===== src/rtl/imm_enc.sv =====
// RISC-V immediate encoder: merges an immediate into an instruction template,
// and expands load-immediate requests into ADDI or LUI+ADDI.
module imm_enc (
  input  logic        clk,
  input  logic        rst_n,
  input  logic        in_valid,
  output logic        in_ready,
  input  logic [2:0]  in_sel,
  input  logic [31:0] in_base,
  input  logic [31:0] in_imm,
  output logic        out_valid,
  input  logic        out_ready,
  output logic [31:0] out_inst,
  output logic        out_err,
  output logic        out_last,
  output logic        dbg_state
);

  typedef enum logic {IDLE = 1'b0, LI_LO = 1'b1} state_t;

  state_t      state, state_nx;
  logic        accept;
  logic        fit12, fit13, fit21;
  logic [4:0]  rd;
  logic [19:0] hi;
  logic [31:0] lo_inst;
  logic [31:0] enc_inst;
  logic        enc_err, enc_last, enc_two;
  logic [31:0] pend_inst;

  // Handshake: a word is transferred on a rising edge where valid and ready
  // are both 1; out_* are held stable while out_valid=1 and out_ready=0.
  assign in_ready  = rst_n & (state == IDLE) & (~out_valid | out_ready);
  assign accept    = in_valid & in_ready;
  assign dbg_state = (state == LI_LO);

  // Signed-range checks: the bits above the field's sign bit must all match it.
  assign fit12 = (&in_imm[31:11]) | ~(|in_imm[31:11]);
  assign fit13 = (&in_imm[31:12]) | ~(|in_imm[31:12]);
  assign fit21 = (&in_imm[31:20]) | ~(|in_imm[31:20]);

  assign rd      = in_base[11:7];
  // Rounds so the sign-extended ADDI low part brings the LUI value back to imm.
  assign hi      = in_imm[31:12] + {19'd0, in_imm[11]};
  assign lo_inst = {in_imm[11:0], rd, 3'b000, rd, 7'h13};

  always_comb begin
    enc_inst = in_base;
    enc_err  = 1'b0;
    enc_last = 1'b1;
    enc_two  = 1'b0;
    case (in_sel)
      3'd0: begin
        enc_inst[31:20] = in_imm[11:0];
        enc_err         = ~fit12;
      end
      3'd1: begin
        enc_inst[31:25] = in_imm[11:5];
        enc_inst[11:7]  = in_imm[4:0];
        enc_err         = ~fit12;
      end
      3'd2: begin
        enc_inst[31]    = in_imm[12];
        enc_inst[30:25] = in_imm[10:5];
        enc_inst[11:8]  = in_imm[4:1];
        enc_inst[7]     = in_imm[11];
        enc_err         = ~fit13 | in_imm[0];
      end
      3'd3: begin
        enc_inst[31:12] = in_imm[31:12];
        enc_err         = |in_imm[11:0];
      end
      3'd4: begin
        enc_inst[31]    = in_imm[20];
        enc_inst[30:21] = in_imm[10:1];
        enc_inst[20]    = in_imm[11];
        enc_inst[19:12] = in_imm[19:12];
        enc_err         = ~fit21 | in_imm[0];
      end
      3'd5: begin
        if (fit12) begin
          enc_inst = {in_imm[11:0], 5'd0, 3'b000, rd, 7'h13};
        end else begin
          enc_inst = {hi, rd, 7'h37};
          enc_two  = |in_imm[11:0];
          enc_last = ~(|in_imm[11:0]);
        end
      end
      default: enc_err = 1'b1;
    endcase
  end

  always_comb begin
    state_nx = state;
    case (state)
      IDLE:  if (accept && enc_two) state_nx = LI_LO;
      LI_LO: if (out_ready) state_nx = IDLE;
      default: state_nx = IDLE;
    endcase
  end

  always_ff @(posedge clk or negedge rst_n) begin
    if (!rst_n) state <= IDLE;
    else        state <= state_nx;
  end

  always_ff @(posedge clk or negedge rst_n) begin
    if (!rst_n) begin
      out_valid <= 1'b0;
      out_inst  <= 32'd0;
      out_err   <= 1'b0;
      out_last  <= 1'b0;
      pend_inst <= 32'd0;
    end else if (state == LI_LO) begin
      if (out_ready) begin
        out_inst <= pend_inst;
        out_err  <= 1'b0;
        out_last <= 1'b1;
      end
    end else if (accept) begin
      out_valid <= 1'b1;
      out_inst  <= enc_inst;
      out_err   <= enc_err;
      out_last  <= enc_last;
      if (enc_two) pend_inst <= lo_inst;
    end else if (out_ready) begin
      out_valid <= 1'b0;
    end
  end

endmodule


===== config.mk =====
export PLATFORM = sky130hd
export DESIGN_NAME = imm_enc
export DESIGN_NICKNAME = d
export VERILOG_FILES = /design/src/rtl/imm_enc.sv
export SDC_FILE = /design/constraint.sdc
export NUM_CORES = 1
export LEC_CHECK = 0
export CAP_MARGIN = 15
export CORE_MARGIN = 5
export CORE_UTILIZATION = 25
export DETAILED_ROUTE_END_ITERATION = 10
export GPL_ROUTABILITY_DRIVEN = 0
export HOLD_SLACK_MARGIN = 0.03
export MAX_ROUTING_LAYER = met4
export SLEW_MARGIN = 20
export SYNTH_ARGS = -nofsm -noshare
export SYNTH_HDL_FRONTEND = slang
export SYNTH_SLANG_ARGS = --single-unit

===== constraint.sdc =====
create_clock -name clk -period 2.1 [get_ports clk]
set_input_delay 0.315 -clock clk [delete_from_list [all_inputs] [get_ports clk]]
set_output_delay 0.315 -clock clk [all_outputs]
set_load 0.05 [all_outputs]

==> impl_metrics.json, run 1 <==
{
  "antenna_found_initial": 0,
  "tightest_slew_ps": 699,
  "critical_path_arrival_ps": 2200,
  "period_share": 0.959,
  "setup_viol": 0,
  "rsz0062_at_grt": "no",
  "drive_gt1_frac": 0.269,
  "irDropWorstVdd_uv": 286,
  "yosys-top-cells-count": "dfrtp_1, nand2_1, a21oi_1, nor2_1, o21ai_0",
  "die_y_um": 131,
  "routedWlPerCell_um": 18.0,
  "drt_iter0_drc": 301,
  "io_buffers": 107,
  "syn-num-nets": 499,
  "seq_power_share": 0.355,
  "ant_nets": 0,
  "setup_tns_ps": 0,
  "synth-main-ff-cell": "dfrtp_1",
  "post-dp-hpwl_um": 11300,
  "instances_no_fill": 802,
  "slew_viol_final": 0,
  "synth_edf_count": 0,
  "die_area_mm2": 0.0170,
  "start_util": 0.253,
  "die_w_um": 131,
  "path_cells": "clkdlybuf4s50_1 > or2_4 > buf_12 > nor2_4 > nand3_4 > buf_4 > buf_12 > buf_16 > mux2_2",
  "vias_per_cell": 5.23,
  "hold_viol": 0,
  "cap_viol_max_count": 0,
  "synth.top_cell.area_share": 0.372,
  "root_buffer": "clkbuf_16",
  "yosysTopAreaCell": "dfrtp_1",
  "netlist_area_mm2": 0.00363,
  "fmax_mhz": 496,
  "grt_usage": 0.171,
  "fin_crit_ps": 2010,
  "synth_cell_types": 54,
  "io_pins": 108,
  "core_mm2": 0.0144,
  "cp_slowest_cell": "clkdlybuf4s50_1",
  "yosysMostFrequentCell": "dfrtp_1",
  "grt_pass1_wl_um": 22400,
  "sw_frac_of_total": 0.385,
  "grt_pass1_vias": 4202,
  "syn_to_final_growth_pct": 65.6,
  "wirelength_um": 14400,
  "p_sw_mw": 1.55,
  "worst-setup-path-type": "in2reg",
  "synth.top_cells.by_area": "dfrtp_1, mux2_2, a21oi_1, a22oi_1, o21ai_0",
  "power.internal_mw": 2.48,
  "clock_skew_ps": 5.78,
  "cts_tree": "done",
  "cts_buffer_depth": 2,
  "final_area_mm2": 0.00602,
  "slowest_delay_ps": 540,
  "combPwrFrac": 0.436,
  "synth_cells": 425,
  "first_pass_iters": 5,
  "slew_headroom": 0.534,
  "n_antenna_cell": 0,
  "htree_levels": 2,
  "fin_nets": 691,
  "clkTransAtPathRegs_ps": 70,
  "placed_area_mm2": 0.00559,
  "numClockSinks": 54,
  "cp_max_fo": 6,
  "synth_area_per_cell_um2": 8.55,
  "clock_latency_ps": 290,
  "ys_ff_latch": 54,
  "ys_async_sr_fraction": 1.00,
  "leakage_nw": 2.60,
  "status": "finished clean",
  "worst_setup_path_end_kind": "flip-flop",
  "power_density_mw_per_mm2": 670,
  "drc_errors": 0,
  "required_ps": 2280,
  "num_vias": 4197,
  "p_clk_frac": 0.209,
  "grt_max_degree": 55,
  "path_common_cell": "buf_12",
  "hold_class": "in2async",
  "cts_made_buffers": 5,
  "synth_warnings": 0,
  "seq_area_frac_synth": 0.372,
  "startpoint_type": "input port",
  "placed_cells": 779,
  "rows": 44,
  "grt.overflow.total": 0
}
==> through the flow <==
stage	total power, mW	util	worst slack, ps	hold WS [ps]
floorplan	2.39	-	-132	19.4
global placement	3.16	0.389	-475	452
detailed placement	3.19	0.389	-538	459
CTS	4.05	0.415	-11.2	270
global route	4.23	0.419	9.79	304
finish	4.04	0.419	85.2	231
==> worst paths after layout <==
path / start / to / slack, ps / cells past startpoint
worst max-delay path: in_sel[1] / pend_inst[26] / 90 / 9
worst min-delay path: rst_n / out_inst[26] / 230 / 2
worst max register to register: dbg_state / pend_inst[26] / 220 / 8
worst min register to register: pend_inst[4] / pend_inst[4] / 480 / 1
max in group asynchronous: rst_n / out_valid / 1370 / 2
min in group clk: pend_inst[4] / pend_inst[4] / 480 / 1
==> placed cells by master (no fill, tap or decap), types with 6 or more instances in the layout <==
| master | instances |
|---|---|
| inv_1 | 11 |
| nor3_1 | 9 |
| mux2_2 | 13 |
| o21ai_0 | 28 |
| xnor2_1 | 10 |
| nor2_1 | 28 |
| xor2_1 | 7 |
| a21oi_1 | 34 |
| a211oi_1 | 9 |
| o211ai_1 | 7 |
| buf_12 | 6 |
| nand4_1 | 10 |
| mux2i_1 | 6 |
| dlygate4sd2_1 | 13 |
| and3_1 | 12 |
| nor4_1 | 7 |
| nand3_1 | 16 |
| buf_4 | 98 |
| clkdlybuf4s50_1 | 86 |
| dfrtp_1 | 52 |
| a22oi_1 | 20 |
| nand2_1 | 38 |
==> power groups by stage <==
stage	combinational, mW	sequential [mW]	clock (mW)
after global placement	1.72	1.44	0
final	1.76	1.43	0.842
after detailed placement	1.74	1.45	0
after CTS	1.76	1.43	0.862
after floorplan	0.469	1.92	0
after global routing	1.86	1.46	0.899
==> registers in the layout, summed over array words and instances (netlist names) <==
register and cells:
out_inst 32, pend_inst 18, dbg_state 1, out_err 1, out_last 1, out_valid 1
==> area by class of cell <==
class | instances | area, um2
clock buffers | 7 | 143
clock inverters | 1 | 5.00
fillers | 1355 | 8350
inverters | 11 | 41.3
multi-input cells | 328 | 2240
flip-flops and latches | 54 | 1350
well taps | 184 | 230
repair buffers | 217 | 2010
==> logic make-up after synthesis <==
group / Yosys count / share of synthesized area
xor gates and xnor gates: 17 / 0.0410
and+or+nand+nor: 150 / 0.216
buffers and inverters: 43 / 0.0523
AOI/OAI and AO/OA: 134 / 0.236
adders and majority gates: 3 / 0.0103
DFF: 54 / 0.372
muxes: 24 / 0.0723
==> worst max-delay path: cells and delay by family <==
kind	cells	cell delay [ps]
buffers and inverters	5	1070
AND/OR/NAND/NOR	3	540
multiplexers	1	260
==> layer usage <==
| layer | global-route usage | vias up | wire length, um |
|---|---|---|---|
| li1 | - | 1969 | - |
| met1 | 0.228 | 2013 | 6400 |
| met2 | 0.272 | 183 | 6820 |
| met3 | 0.0187 | 32 | 764 |
| met4 | 0.0587 | 0 | 425 |
| met5 | - | - | 0 |
==> what timing repair did <==
action,in CTS,in global routing
setup buffers,10,2
cloned,3,0
pin swaps,12,11
setup endpoints to repair,39,17
resized for setup,52,9
hold buffers,0,0
Note: power is estimated with default switching activity, not from simulation.
==> inputs of run 2 (changes only) <==
--- a/config.mk
+++ b/config.mk
@@ -8,8 +8,10 @@
 export CAP_MARGIN = 15
 export CORE_MARGIN = 5
 export CORE_UTILIZATION = 25
+export CTS_CLUSTER_SIZE = 10
 export DETAILED_ROUTE_END_ITERATION = 10
 export GPL_ROUTABILITY_DRIVEN = 0
+export GPL_TIMING_DRIVEN = 1
 export HOLD_SLACK_MARGIN = 0.03
 export MAX_ROUTING_LAYER = met4
 export SLEW_MARGIN = 20
==> constraint.sdc (replaced) <==
create_clock -name clk -period 1.7 [get_ports clk]
set_input_delay 0.255 -clock clk [delete_from_list [all_inputs] [get_ports clk]]
set_output_delay 0.255 -clock clk [all_outputs]
set_load 0.05 [all_outputs]
==> impl_metrics.json, run 2 (synthesis results as in run 1) <==
{
  "clkTransAtPathRegs_ps": 70,
  "vias_per_cell": 5.32,
  "fin_crit_ps": 1950,
  "ctsHoldBuffers": 0,
  "clock_skew_ps": 8.28,
  "core_mm2": 0.0144,
  "setup_ws_ps": -252,
  "grt_pass1_wl_um": 24300,
  "period_share": 1.15,
  "die_area_mm2": 0.0170,
  "syn_to_final_growth_pct": 79.4,
  "drc_errors": 0,
  "slew_headroom": 0.545,
  "worst_setup_path_end_kind": "flip-flop",
  "routedWlPerCell_um": 19.2,
  "largest_reg_flops": 32,
  "root_buffer": "clkbuf_16",
  "cts_made_buffers": 5,
  "layout_commonest_cell": "buf_4",
  "startpoint_type": "input port",
  "p_total_mw": 5.26,
  "regMostFlops": "out_inst",
  "fin_nets": 714,
  "ant_nets": 0,
  "critical_path_arrival_ps": 2140,
  "cp.buffers_inverters": 3,
  "antenna_found_initial": 0,
  "rsz0062_at_grt": "yes",
  "start_util": 0.253,
  "slew_viol_final": 0,
  "cts_tree": "done",
  "setup_viol": 36,
  "reg.largest.list": "out_inst x32, pend_inst x18",
  "power_density_mw_per_mm2": 807,
  "tightest_slew_ps": 683,
  "post-dp-hpwl_um": 11600,
  "leakage_nw": 2.86,
  "grt_max_degree": 55,
  "clock_latency_ps": 300,
  "grt_pass1_vias": 4522,
  "layout_common_cells": "buf_4, dfrtp_1, clkdlybuf4s50_1",
  "fmax_mhz": 512,
  "status": "finished, violations left",
  "cts_buffer_depth": 2,
  "grt_usage": 0.187,
  "io_buffers": 107,
  "placed_area_mm2": 0.00555,
  "wirelength_um": 15800,
  "numClockSinks": 54,
  "die_y_um": 131,
  "htree_levels": 2,
  "io_pins": 108,
  "drt_iter0_drc": 352,
  "crit_family": "simple AND/OR/NAND/NOR gates",
  "hold_class": "in2async",
  "num_vias": 4387,
  "first_pass_iters": 5,
  "path_cells": "buf_8 > or4_4 > nor4_4 > and3_4 > nor2_2 > nand3_4 > buf_12 > buf_16 > mux2_2",
  "irDropWorstVdd_uv": 400,
  "drive_gt1_frac": 0.434,
  "hold_viol": 0,
  "cp_max_fo": 9,
  "n_antenna_cell": 0,
  "grt.overflow.total": 0,
  "worst-setup-path-type": "in2reg",
  "required_ps": 1880,
  "slowest_delay_ps": 530,
  "rows": 44,
  "violations": "negative setup slack",
  "cap_viol_max_count": 0,
  "cp_slowest_cell": "or4_4",
  "final_area_mm2": 0.00652,
  "die_w_um": 131
}
-- run 2: final timing paths --
kind | start | end | slack [ps] | cells past startpoint
worst max register to register | out_valid | pend_inst[21] | -70 | 7
worst min register to register | pend_inst[4] | pend_inst[4] | 460 | 1
max in group asynchronous | rst_n | out_valid | 970 | 3
worst min-delay path | rst_n | out_last | 250 | 3
min in group clk | in_imm[31] | out_inst[31] | 440 | 4
worst max-delay path | in_imm[13] | pend_inst[18] | -250 | 9
-- run 2: where the power goes --
group	internal, mW	switching (mW)
Combinational	0.950	1.35
Sequential	1.58	0.208
Clock	0.696	0.475
-- run 2: area by class of cell --
type	instances	area (um2)
fillers	1326	7850
well taps	184	230
multi-input cells	328	2540
clock buffers	6	129
repair buffers	240	2190
clock inverters	2	37.5
flip-flops and latches	54	1350
inverters	11	41.3
-- run 2: per-layer routing --
layer  global-route usage  share of wire  vias up
met3               0.0224          0.060       40
met2                0.304           0.49      200
met4               0.0587          0.030        0
met5                    -              0        -
met1                0.244           0.42     2133
li1                     -              -     2014
-- run 2: metrics by stage --
step                TNS, ps  hold WS [ps]   util  std cells  setup slack (ps)
detailed placement   -35670           453  0.386        783              -894
global route          -8480           330  0.454        825              -308
CTS                   -8900           276  0.438        816              -342
floorplan            -17860         -40.6      -        425              -532
finish                -6580           246  0.454        825              -252
global placement     -33750           450  0.386        783              -869
-- run 2: what timing repair did --
action / CTS / global route
pin swaps: 33 / 36
gates resized for setup: 125 / 70
setup endpoints to repair: 43 / 43
gates cloned: 3 / 0
setup buffers: 24 / 10
-- run 2: worst register-to-register path, delay by kind of cell (launching register included) --
kind                   cells  cell delay, ps
flip-flops                 1             430
AND/OR/NAND/NOR            3             400
multiplexers               1             300
buffers and inverters      2             290
AO/OA/AOI/OAI              1             230
